$ cat src/rtl/if_fetch_unit.sv
// Instruction fetch stage: owns the PC and issues one request at a time.
// Holds the returned instruction and its PC+4 in a one-entry output buffer.
// A skid register catches a response that arrives while ID is stalled.
// Responses that were requested before a redirect are dropped.
module if_fetch_unit #(
  parameter logic [31:0] RESET_PC = 32'h0000_0000,
  parameter logic [31:0] NOP      = 32'h0000_0000
) (
  input  logic        CLOCK,
  input  logic        RESET,
  input  logic        STALL,
  input  logic        REDIRECT,
  input  logic [31:0] REDIRECT_PC,
  output logic        MEM_REQ,
  output logic [31:0] MEM_ADDR,
  input  logic        MEM_GNT,
  input  logic        MEM_RVALID,
  input  logic [31:0] MEM_RDATA,
  output logic [31:0] Instruction_Out,
  output logic [31:0] PCPlus4_Out,
  output logic        FETCH_VALID,
  output logic        FETCH_FLUSH
);

  localparam int unsigned XLEN = 32;

  typedef enum logic [1:0] {
    S_REQ  = 2'd0,
    S_WAIT = 2'd1,
    S_SKID = 2'd2,
    S_DROP = 2'd3
  } state_e;

  state_e            state_q, state_d;
  logic [XLEN-1:0]   pc_q, pc_d;
  logic [XLEN-1:0]   instr_q, instr_d;
  logic [XLEN-1:0]   pc4_q, pc4_d;
  logic [XLEN-1:0]   skid_q, skid_d;
  logic              valid_q, valid_d;
  logic [XLEN-1:0]   pc_plus4;
  logic              consume;
  logic              buf_free;

  assign pc_plus4 = pc_q + XLEN'(4);
  assign consume  = valid_q & ~STALL;
  assign buf_free = ~valid_q | ~STALL;

  // Memory request and IF/ID flush are combinational by interface contract.
  assign MEM_REQ         = (state_q == S_REQ) & ~REDIRECT & ~RESET;
  assign MEM_ADDR        = pc_q;
  assign FETCH_FLUSH     = ~valid_q | REDIRECT | RESET;
  assign Instruction_Out = instr_q;
  assign PCPlus4_Out     = pc4_q;
  assign FETCH_VALID     = valid_q;

  // State, PC, output buffer and skid registers.
  always_ff @(posedge CLOCK) begin
    if (RESET) begin
      state_q <= S_REQ;
      pc_q    <= RESET_PC;
      instr_q <= NOP;
      pc4_q   <= '0;
      skid_q  <= '0;
      valid_q <= 1'b0;
    end else begin
      state_q <= state_d;
      pc_q    <= pc_d;
      instr_q <= instr_d;
      pc4_q   <= pc4_d;
      skid_q  <= skid_d;
      valid_q <= valid_d;
    end
  end

  // Next-state, buffer load and redirect override.
  always_comb begin
    state_d = state_q;
    pc_d    = pc_q;
    instr_d = instr_q;
    pc4_d   = pc4_q;
    skid_d  = skid_q;
    valid_d = valid_q;

    if (consume) begin
      valid_d = 1'b0;
    end

    case (state_q)
      S_REQ: begin
        if (MEM_GNT) begin
          state_d = S_WAIT;
        end
      end
      S_WAIT: begin
        if (MEM_RVALID) begin
          if (buf_free) begin
            instr_d = MEM_RDATA;
            pc4_d   = pc_plus4;
            valid_d = 1'b1;
            pc_d    = pc_plus4;
            state_d = S_REQ;
          end else begin
            skid_d  = MEM_RDATA;
            state_d = S_SKID;
          end
        end
      end
      S_SKID: begin
        if (!STALL) begin
          instr_d = skid_q;
          pc4_d   = pc_plus4;
          valid_d = 1'b1;
          pc_d    = pc_plus4;
          state_d = S_REQ;
        end
      end
      S_DROP: begin
        if (MEM_RVALID) begin
          state_d = S_REQ;
        end
      end
      default: state_d = S_REQ;
    endcase

    // A redirect discards anything in flight or buffered; a stale response
    // still owed by memory is absorbed in S_DROP.
    if (REDIRECT) begin
      pc_d    = REDIRECT_PC;
      valid_d = 1'b0;
      instr_d = instr_q;
      pc4_d   = pc4_q;
      skid_d  = skid_q;
      if ((state_q == S_WAIT || state_q == S_DROP) && !MEM_RVALID) begin
        state_d = S_DROP;
      end else begin
        state_d = S_REQ;
      end
    end
  end

endmodule

$ cat config.mk
export PLATFORM = sky130hd
export DESIGN_NAME = if_fetch_unit
export DESIGN_NICKNAME = d
export VERILOG_FILES = /design/src/rtl/if_fetch_unit.sv
export SDC_FILE = /design/constraint.sdc
export NUM_CORES = 1
export LEC_CHECK = 0
export ABC_AREA = 0
export BUFFER_PORTS_ARGS = -buffer_cell sky130_fd_sc_hd__buf_2
export CORE_MARGIN = 2
export CORE_UTILIZATION = 55
export CTS_CLUSTER_SIZE = 16
export DETAILED_ROUTE_END_ITERATION = 16
export GPL_TIMING_DRIVEN = 1
export PLACE_DENSITY = 0.9
export SLEW_MARGIN = 5
export SYNTH_ARGS = -nofsm -noshare
export SYNTH_HDL_FRONTEND = slang
export SYNTH_SLANG_ARGS = --single-unit
$ cat constraint.sdc
create_clock -name CLOCK -period 3.2 [get_ports CLOCK]
set_input_delay 0.16 -clock CLOCK [delete_from_list [all_inputs] [get_ports CLOCK]]
set_output_delay 0.16 -clock CLOCK [all_outputs]
set_load 0.005 [all_outputs]
# After elaboration in Yosys (flattened, before gate mapping)
# Index checks and enable logic that the tools add are counted.
# op_classes
addsub,1
multipliers,0
n_div,0
order_cmp,0
eq_ne,11
shift,0
muxes,22
n_bitwise,11
n_reduce_logical,11
# ops
op,count
32-bit two-way mux,7
32-bit case mux with 2 select lines,2
32-bit by 3-bit adder with 32-bit output (second input constant),1
3-bit inequality test (second input constant),5
2-bit two-way mux,7
4-bit AND reduction,3
2-bit case mux with 4 select lines,1
2-bit inequality test (second input constant),3
1-bit inverter,5
5-bit AND reduction,1
2-bit == test (second input constant),2
1-bit two-way mux,4
1-bit bitwise AND,3
1-bit OR,3
3-bit nonzero test,1
2-bit by 1-bit == test with 1-bit output (second input constant),1
2-bit zero test,1
1-bit case mux with 2 select lines,1
2-bit nonzero test,1
2-bit OR reduction,1
1-bit logical AND,1
1-bit zero test,1
1-bit logical OR,1
# totals
regBits,131
latchBits,0
ram_bits,0
mem_bits_ro,0
inputBits,70
output_inout_bits,99
word_cells,62
memories,0

# Depth between registers and ports, before layout
# Gate-level depths: netlist (run 1).
# depth
ltp_word,6
ltp_mapped,10
mapped_depth_nobuf,6

# Worst setup path before layout (run 1)
# No wires, ideal clock.
# synth_timing
path_type,flip-flop to flip-flop
start,register state_q[0]
end,register pc4_q[30] (netlist: PCPlus4_Out[30])
arrival_time_ns,1.829
required_ns,3.058
slack_ns,1.229
stages_incl_launch_ff,10
synth_period_minus_slack_ns,1.971
path_cell_list,dfxtp_1 inv_1 ha_1 buf_2 nand2_1 and4_1 clkbuf_1 buf_2 buf_1 a311oi_1
# synth_via
elab_chain_len,3
# synth_rtl
item,line_no,source
from (decl),34,"state_e state_q, state_d;"
from (signal assigned),66,state_q <= state_d;
2-bit by 1-bit == test with 1-bit output / 2-bit == test (equally long branches),88,case (state_q)
2-bit inequality test (no source line) / 2-bit nonzero test (equally long branches),-,
5-bit AND reduction (no source line),-,
to (signal assigned),69,pc4_q <= pc4_d;
to (decl),37,"logic [XLEN-1:0] pc4_q, pc4_d;"
# Several ways; a longest one is shown, not always the timed one.
# A chain may end at the register's enable or synchronous reset.

# Final worst setup path (run 1)
# layout_timing
start,register state_q[1]
end,register pc_q[5] (netlist: MEM_ADDR[5])
# layout_via
elab_chain_len,3
# layout_rtl
item,line_no,source
2-bit by 1-bit == test with 1-bit output / 2-bit == test (equally long branches),88,
"3-bit inequality test (no source line), or another cell as far along",-,
4-bit AND reduction (no source line) / 32-bit two-way mux (equally long branches),-,
to (signal assigned),67,pc_q <= pc_d;
to (decl),35,"logic [XLEN-1:0] pc_q, pc_d;"
# Several ways; a longest one is shown, not always the timed one.

==> flow_summary.yaml, run 1 <==
run_status:
  status: "finished, violations left"
  violations: "hold timing"
sta:
  grt_setup_unrepaired: "no"
  post-route-period-util_pct: 85.16
  maxSlewHeadroom_pct: 21.59
  skew_ps: 13.16
  fin_tns_setup_ps: 0
  worst_hold_slack_ps: -3.504
  slew_viol_final: 0
  setup_viol: 0
  timing_worst_slew_pin_value_ps: 1176
  finalHoldViolCount: 2
  finalCriticalPeriod_ps: 2725
  fmax_ghz: 0.3669
routing:
  drtIter0Drc: 663
  wirelength_mm: 18.81
  wl_per_cell_um: 17.48
  vias: 6685
  drtPass1Iterations: 6
  vias_per_cell: 6.213
  final_antenna_net_count: 0
  drcViolationCount: 0
synth:
  synth_top_family_by_area: "simple AND/OR/NAND/NOR gates"
  yosysTopAreaCell: "dfxtp_1"
  syn_area_mm2: 0.006472
  ys.flop_type: "dfxtp_1"
  synth_nets: 846
  async_flop_share_pct: 0
  yosys-top-cells-count: "dfxtp_1, nand2_1, nor2_1"
  synthSimpleGateAreaFrac_pct: 24.05
  ys_warn_count: 0
  syn_area_per_cell_um2: 8.395
  synth_fa_ha_area_share_pct: 0.9666
  ys_seq_elements: 131
  synth_most_common_cell: "dfxtp_1"
  synth_area_leaders: "dfxtp_1, a211oi_1, mux2i_1"
  muxShareOfSynthArea_pct: 6.031
  ys_types: 62
  synth_edf_count: 0
  syn_inst: 771
  synth_sequential_area_ratio_pct: 40.52
  synth-compound-area-share_pct: 20.61
  synth_xor_area_share_pct: 2.030
  yosys.area.top_type_share_pct: 40.52
power_and_ir_drop:
  power_density_mw_per_mm2: 538.3
  peakVddDrop_uv: 385.1
  leakage_uw: 0.003087
placed_design:
  place_hpwl_mm: 11.88
  gp_congestion: 0.9210
  port_buffers: 168
global_route:
  grt_start_max_net_pins: 73
  met3_usage_pct: 6.317
  grt-busiest-layer: "met2"
  grt_pass1_vias: 6092
  met1_usage_pct: 36.85
  antenna_found_initial: 0
  grt_pass1_wl_mm: 29.92
  overflow: 0
  grt_usage_pct: 28.93
  met2_usage_pct: 47.51
cells_and_area:
  regArea_mm2: 0.002623
  multi_input_area_mm2: 0.003485
  final_core_util_pct: 71.23
  drive_above_1_share_pct: 23.90
  area_growth_pct: 26.19
  finalNetCount: 995
  nFillCells: 839
  diodes: 0
run:
  maxCapViolations: 0
setup_path:
  cp.arrival_ps: 3040
  cp-start-kind: "flop"
  r2r_end: "MEM_ADDR[5]"
  cp.required_ps: 3520
  ff2ff_setup_slack_ps: 470
  crit_fanout: 31
  cp-end-kind: "flop"
  reg2reg_from: "state_q[1]"
  reg2reg_depth: 6
  critPathKind: "flop to flop"
clocking:
  cts_setup_buffers: 0
  cts_num_sinks: 131
  clkTransAtPathRegs_ps: 60
  cts_root_buffer: "clkbuf_16"
  cts_tree: "built"
  cts-resized-gates: 0
  clk_latency_ps: 430
  h-tree-depth: 4
  cts_buffers: 17
  clockBufferDepth: 2
floorplan:
  io_pins: 169
  die-height_um: 112.5
  start_util_pct: 56.44
  die_area_mm2: 0.01265
  rows: 39
  die_w_um: 112.5
  coreArea_mm2: 0.01147
min_path:
  hold_depth: 3
  min_to: "skid_q[5]"
  min_from: "MEM_RDATA[5]"
  hold_class: "input pin to flop"
## worst max-delay path by stage
stage          cells past startpoint  slack (ps)       start              end
6_report                           6         470  state_q[1]      MEM_ADDR[5]
3_3_place_gp                       6         740  state_q[1]      MEM_ADDR[7]
2_1_floorplan                      9        1230  state_q[0]  PCPlus4_Out[30]
3_5_place_dp                       6         620  state_q[1]      MEM_ADDR[8]
5_1_grt                            6         320  state_q[1]     MEM_ADDR[13]
4_1_cts                            6         550  state_q[1]      MEM_ADDR[5]
## registers in the layout, summed over array words and instances, names as in the netlist
signal and count:
state_q 2, skid_q 32, MEM_ADDR 32, PCPlus4_Out 32, FETCH_VALID 1, Instruction_Out 32
## cell type report
class | instances | area share [%]
clock inverter | 14 | 2.466
multi-input combinational | 550 | 42.66
tap | 143 | 2.191
inverter | 16 | 0.7353
clock buffer | 18 | 5.254
sequential | 131 | 32.11
timing repair buffer | 204 | 14.58
## layer usage
layer / vias up / routed length, µm
li1: 3153 / -
met1: 3096 / 7770
met2: 366 / 8940
met3: 70 / 1396
met4: 0 / 701
met5: - / 0
## metrics by stage
stage	area, µm²	setup slack, ps	power, µW	hold slack [ps]	std cells
3_5_place_dp	7277	621.4	2304	396.8	1018
2_1_floorplan	6472	1229	2108	292.8	771
3_3_place_gp	7277	743.7	2294	389.8	1018
6_report	8168	474.8	4397	-3.504	1076
5_1_grt	8168	319.8	4538	5.575	1076
4_1_cts	8158	553.9	4380	0.2455	1075
## critical path: stages (launching register included)
cell and delay, ps:
dfxtp_1 330, inv_1 100, ha_1 330, mux2i_1 420, o21a_1 900, o21ai_0 190, a311oi_1 330
## where the power goes
group	internal [µW]	switching, µW	leakage (µW)
combinational	229	268	0.00172
sequential	1710	99.3	0.00107
clock	1320	771	0.000302
total	3260	1140	0.00309
## cells by family (layout without fill, tap and decap cells)
| logic type | Yosys count | in the layout |
|---|---|---|
| xor gates and xnor gates | 15 | 15 |
| muxes | 39 | 39 |
| buffers and inverters | 90 | 252 |
| and+or+nand+nor | 302 | 302 |
| DFF | 131 | 131 |
| adders and majority gates | 5 | 5 |
| AOI/OAI and AO/OA | 189 | 189 |
## timing repair
item,CTS,global route
setup endpoints to repair,0,0
endpoints found under the hold margin,25,1
hold buffers,25,1
## cells in the final DEF, fill, tap and decap left out, types with 11 or more instances in the layout
master           n
buf_2          167
dfxtp_1        131
nand2_1         87
nor2_1          84
a211oi_1        55
a21oi_1         40
mux2i_1         39
nand3_1         26
dlygate4sd3_1   26
a311oi_1        20
nand4_1         18
clkbuf_16       17
inv_1           15
o21ai_0         15
and4_1          12
o31ai_1         11
Power figures use the tool's default switching activity.
==> inputs of run 2 (changes only) <==
--- a/config.mk
+++ b/config.mk
@@ -6,6 +6,7 @@
 export NUM_CORES = 1
 export LEC_CHECK = 0
 export ABC_AREA = 0
+export ABC_CLOCK_PERIOD_IN_PS = 3200
 export BUFFER_PORTS_ARGS = -buffer_cell sky130_fd_sc_hd__buf_2
 export CORE_MARGIN = 2
 export CORE_UTILIZATION = 55
@@ -13,6 +14,7 @@
 export DETAILED_ROUTE_END_ITERATION = 16
 export GPL_TIMING_DRIVEN = 1
 export PLACE_DENSITY = 0.9
+export REMOVE_ABC_BUFFERS = 1
 export SLEW_MARGIN = 5
 export SYNTH_ARGS = -nofsm -noshare
 export SYNTH_HDL_FRONTEND = slang
==> run 2 against run 1 <==
Effect of this change:
- routed wire length shrank 5.9%
- sequential power is essentially flat
- clock power shrank 19%
- critical path depth is the same
- global-route usage shrank 1.2 points
- the flow still finishes with violations (hold timing)
- die area is the same
- setup slack gained 17 ps
==> flow_summary.yaml, run 2 (same netlist as run 1, synthesis figures left out) <==
run_status:
  status: "finished, violations left"
  violations: "hold timing"
global_route:
  grt_pass1_wl_mm: 28.75
  met3_usage_pct: 6.371
  met2_usage_pct: 47.35
  grt_usage_pct: 27.75
  antenna_found_initial: 0
  grt-busiest-layer: "met2"
  grt_pass1_vias: 5879
  grt_start_max_net_pins: 89
  met1_usage_pct: 34.60
  overflow: 0
sta:
  maxSlewHeadroom_pct: 24.07
  timing_worst_slew_pin_value_ps: 1139
  fmax_ghz: 0.3692
  skew_ps: 5.934
  worst_hold_slack_ps: -1.492
  setup_viol: 0
  grt_setup_unrepaired: "no"
  post-route-period-util_pct: 84.65
  finalHoldViolCount: 1
  slew_viol_final: 0
  finalCriticalPeriod_ps: 2709
setup_path:
  critPathBufInv: 1
  critPathKind: "flop to flop"
  cp-start-kind: "flop"
  cpPeakStageDelay_ps: 930
  worst_path_dominant_cell_family: "compound AO/OA/AOI/OAI gates"
  cp.required_ps: 3530
  cp.arrival_ps: 3030
  crit_fanout: 31
  ff2ff_setup_slack_ps: 490
  cp_cell_sequence: "inv_1 > ha_1 > mux2i_1 > o21a_1 > o21ai_0 > a311oi_1"
  cp_slowest_cell: "o21a_1"
  cp-end-kind: "flop"
floorplan:
  start_util_pct: 56.44
  die_w_um: 112.5
  io_pins: 169
  coreArea_mm2: 0.01147
  rows: 39
  die-height_um: 112.5
  die_area_mm2: 0.01265
clocking:
  cts-resized-gates: 0
  h-tree-depth: 4
  clockBufferDepth: 2
  cts_buffers: 17
  cts_num_sinks: 131
  clk_latency_ps: 420
  cts_tree: "built"
  clkTransAtPathRegs_ps: 60
  cts_root_buffer: "clkbuf_16"
routing:
  wirelength_mm: 17.70
  drtIter0Drc: 617
  drcViolationCount: 0
  drtPass1Iterations: 7
  wl_per_cell_um: 16.52
  final_antenna_net_count: 0
  vias: 6495
  vias_per_cell: 6.064
power_and_ir_drop:
  total_power_uw: 3999
  leakage_uw: 0.003022
  peakVddDrop_uv: 446.4
  power_density_mw_per_mm2: 498.0
cells_and_area:
  design_area_mm2: 0.008029
  finalNonFillerCells: 1071
  finalNetCount: 993
  final_common_cell: "buf_2"
  nFillCells: 879
  area_growth_pct: 24.05
  regArea_mm2: 0.002623
  drive_above_1_share_pct: 23.38
  final_cell_mix: "buf_2, dfxtp_1, nand2_1, nor2_1, a211oi_1"
  multi_input_area_mm2: 0.003485
  diodes: 0
run:
  maxCapViolations: 0
placed_design:
  gp_congestion: 0.9031
  place_hpwl_mm: 11.43
  dp.cells: 1018
  port_buffers: 168
  place_area_mm2: 0.007277
min_path:
  hold_class: "input pin to flop"
==> run 2: changes by cell type in the layout (fill, tap and decap cells not counted) <==
cell and change:
dlygate4sd3_1 -2, clkinv_4 -2, bufinv_16 -4, clkbuf_8 +3, inv_6 -5, clkinv_2 +2, clkbuf_1 +3
==> run 2: layout make-up <==
class,instances,area share (%)
inverters,16,0.7480
well taps,143,2.228
clock buffers,24,6.000
multi-input cells,550,43.40
repair buffers,202,14.59
clock inverters,5,0.3740
flip-flops and latches,131,32.66
==> run 2: timing repair <==
action	in CTS	in global routing
buffers inserted	0	0
endpoints found under the hold margin	24	0
hold buffers	24	0
==> run 2: through the flow <==
step	hold WS, ps	worst slack (ps)	utilization [%]	setup TNS, ps
CTS	0.01141	581.9	70.02	0
global route	6.332	283.1	70.02	0
finish	-1.492	491.3	70.02	0
detailed placement	397.5	593.6	63.46	0
floorplan	229.1	-1073	-	-62650
global placement	395.3	757.1	63.46	0
==> run 2: tightest hold or removal path, stage by stage <==
cell and delay, ps:
buf_2 100, inv_1 40, a2111oi_0 80
==> run 2: final timing paths <==
kind	start	endpoint	depth (start not counted)
worst min register to register	skid_q[7]	skid_q[7]	2
worst max-delay path	state_q[1]	MEM_ADDR[13]	6
worst min-delay path	REDIRECT_PC[14]	MEM_ADDR[14]	3
worst max register to register	state_q[1]	MEM_ADDR[13]	6
==> run 2: report_power, final <==
part | internal (µW) | switching (µW)
Combinational | 227 | 263
Sequential | 1710 | 95.1
Clock | 1030 | 668
==> run 2: routing by layer <==
metal  up-vias  wire length [µm]
met1      2992              7400
met2       328              8472
met5         -                 0
met4         0               290
li1       3145                 -
met3        30              1531
==> inputs of run 3 (changes only) <==
--- a/config.mk
+++ b/config.mk
@@ -6,14 +6,14 @@
 export NUM_CORES = 1
 export LEC_CHECK = 0
 export ABC_AREA = 0
-export ABC_CLOCK_PERIOD_IN_PS = 3200
+export ABC_CLOCK_PERIOD_IN_PS = 2800
 export BUFFER_PORTS_ARGS = -buffer_cell sky130_fd_sc_hd__buf_2
 export CORE_MARGIN = 2
-export CORE_UTILIZATION = 55
+export CORE_UTILIZATION = 53
 export CTS_CLUSTER_SIZE = 16
 export DETAILED_ROUTE_END_ITERATION = 16
 export GPL_TIMING_DRIVEN = 1
-export PLACE_DENSITY = 0.9
+export PLACE_DENSITY = 0.87
 export REMOVE_ABC_BUFFERS = 1
 export SLEW_MARGIN = 5
 export SYNTH_ARGS = -nofsm -noshare
==> constraint.sdc (replaced) <==
create_clock -name CLOCK -period 2.8 [get_ports CLOCK]
set_input_delay 0.14 -clock CLOCK [delete_from_list [all_inputs] [get_ports CLOCK]]
set_output_delay 0.14 -clock CLOCK [all_outputs]
set_load 0.005 [all_outputs]
==> run 3 against run 2 <==
Effect of this change:
- the run now ends clean
- count of clock-buffer cells in the layout shrank 3
- sequential share of layout area down 1.3 points
- cell count up 3.2%
- routed wire length rose by 8.1%
- flip-flop and latch count unchanged
- global-route usage is 1.2 points higher
- critical path depth is 1 lower
- first-iteration DRC count increased by 22%
- core utilization down 0.090 points
==> flow_summary.yaml, run 3 (same netlist as run 1, synthesis figures left out) <==
setup_path:
  cp_cell_sequence: "ha_1 > and4_1 > nand2_1 > or4_1 > a311oi_1"
  critPathBufInv: 0
  worst_path_dominant_cell_family: "simple AND/OR/NAND/NOR gates"
  cp.arrival_ps: 2690
  critPathKind: "flop to flop"
  crit_fanout: 17
  cp.required_ps: 3120
  cp-start-kind: "flop"
  cpPeakStageDelay_ps: 600
  cp_slowest_cell: "or4_1"
  cp-end-kind: "flop"
floorplan:
  io_pins: 169
  rows: 40
  die-height_um: 114.5
  start_util_pct: 54.11
  die_area_mm2: 0.01311
  die_w_um: 114.5
  coreArea_mm2: 0.01196
placed_design:
  port_buffers: 168
  place_hpwl_mm: 11.56
  dp.cells: 1026
  gp_congestion: 0.8403
  place_worst_setup_slack_ps: 270.5
power_and_ir_drop:
  total_power_uw: 4719
  swShare_pct: 25.86
  peakVddDrop_uv: 347.9
  clockPowerShare_pct: 43.3
  p_int_uw: 3498
  power_density_mw_per_mm2: 564.1
  leakage_uw: 0.003162
  p_comb_share_pct: 12.8
  switching_power_uw: 1220
  p_seq_share_pct: 43.9
run_status:
  status: "finished, final reports clean"
clocking:
  h-tree-depth: 4
  clkTransAtPathRegs_ps: 60
  cts_tree: "built"
  clk_latency_ps: 410
  clockBufferDepth: 2
  cts_num_sinks: 131
  cts_setup_buffers: 0
  cts_buffers: 17
  cts_root_buffer: "clkbuf_16"
routing:
  vias: 6686
  wl_per_cell_um: 17.30
  wirelength_mm: 19.12
  drtPass1Iterations: 5
  vias_per_cell: 6.051
  drtIter0Drc: 754
  drcViolationCount: 0
  final_antenna_net_count: 0
sta:
  timing_worst_slew_pin_value_ps: 1159
  finalCriticalPeriod_ps: 2367
  slew_viol_final: 0
  finalHoldViolCount: 0
  skew_ps: 8.561
  post-route-period-util_pct: 84.54
  fin_tns_setup_ps: 0
  worst_hold_slack_ps: 28.27
  grt_setup_unrepaired: "no"
  maxSlewHeadroom_pct: 22.76
  setup_viol: 0
  finalWorstSetupSlack_ps: 432.9
  fmax_ghz: 0.4225
cells_and_area:
  final_common_cell: "buf_2"
  diodes: 0
  final_cell_mix: "buf_2, dfxtp_1, nand2_1, nor2_1, a211oi_1"
  drive_above_1_share_pct: 23.59
  finalNonFillerCells: 1105
  finalNetCount: 1021
  area_growth_pct: 29.23
global_route:
  grt_usage_pct: 28.94
  antenna_found_initial: 0
  grt_pass1_vias: 5992
  overflow: 0
  grt_start_max_net_pins: 80
  grt_pass1_wl_mm: 30.39
min_path:
  hold_class: "input pin to flop"
run:
  maxCapViolations: 0
[run 3: changes by cell type in the layout (fill, tap and decap cells not counted), moves of 2 or more]
cell           delta
buf_4             +2
clkinvlp_4        +2
dlygate4sd3_1    +24
clkbuf_1          -2
clkinv_2          +2
buf_12            +2
[run 3: path summary, 6_finish.rpt]
kind	start	to	slack (ps)	cells after the start
max	MEM_ADDR[2]	PCPlus4_Out[30]	430	5
min	REDIRECT_PC[25]	MEM_ADDR[25]	30	3
max reg2reg	MEM_ADDR[2]	PCPlus4_Out[30]	430	5
min reg2reg	skid_q[22]	skid_q[22]	450	2
[run 3: metrics by stage]
| step | util (%) | cell area [µm²] |
|---|---|---|
| global route | 69.93 | 8364 |
| finish | 69.93 | 8364 |
| floorplan | - | 6157 |
| CTS | 69.92 | 8363 |
| detailed placement | 61.34 | 7337 |
| global placement | 61.34 | 7337 |
[run 3: metal layers]
layer | GRT usage [%] | up-vias | part of all wire, %
met3 | 8.152 | 44 | 8.5
met5 | 0 | - | 0
met1 | 36.54 | 3080 | 41
met4 | 10.57 | 0 | 2.2
li1 | - | 3217 | -
met2 | 47.18 | 345 | 48
[run 3: tightest hold or removal path, stage by stage]
cell      delay, ps
buf_2            90
a32oi_1          70
o211ai_1         90
[run 3: layout make-up]
type	instances	area, µm²
clock buffer	21	460.4
clock inverter	10	85.08
fill	913	3597
inverter	16	60.06
multi-input combinational	550	3486
sequential	131	2623
tap	147	183.9
timing repair buffer	230	1466
[run 3: power by group through the flow]
stage / sequential (µW) / combinational [µW] / clock [µW]
after global placement: 2100 / 525 / 0
after floorplan: 2090 / 271 / 0
after CTS: 2060 / 590 / 2070
after detailed placement: 2100 / 534 / 0
after global routing: 2080 / 663 / 2180
final: 2070 / 604 / 2040
[run 3: timing repair]
action,in CTS,in global routing
hold endpoints to repair,48,0
hold buffers,48,0
resized for setup,0,1
setup endpoints to repair,0,3
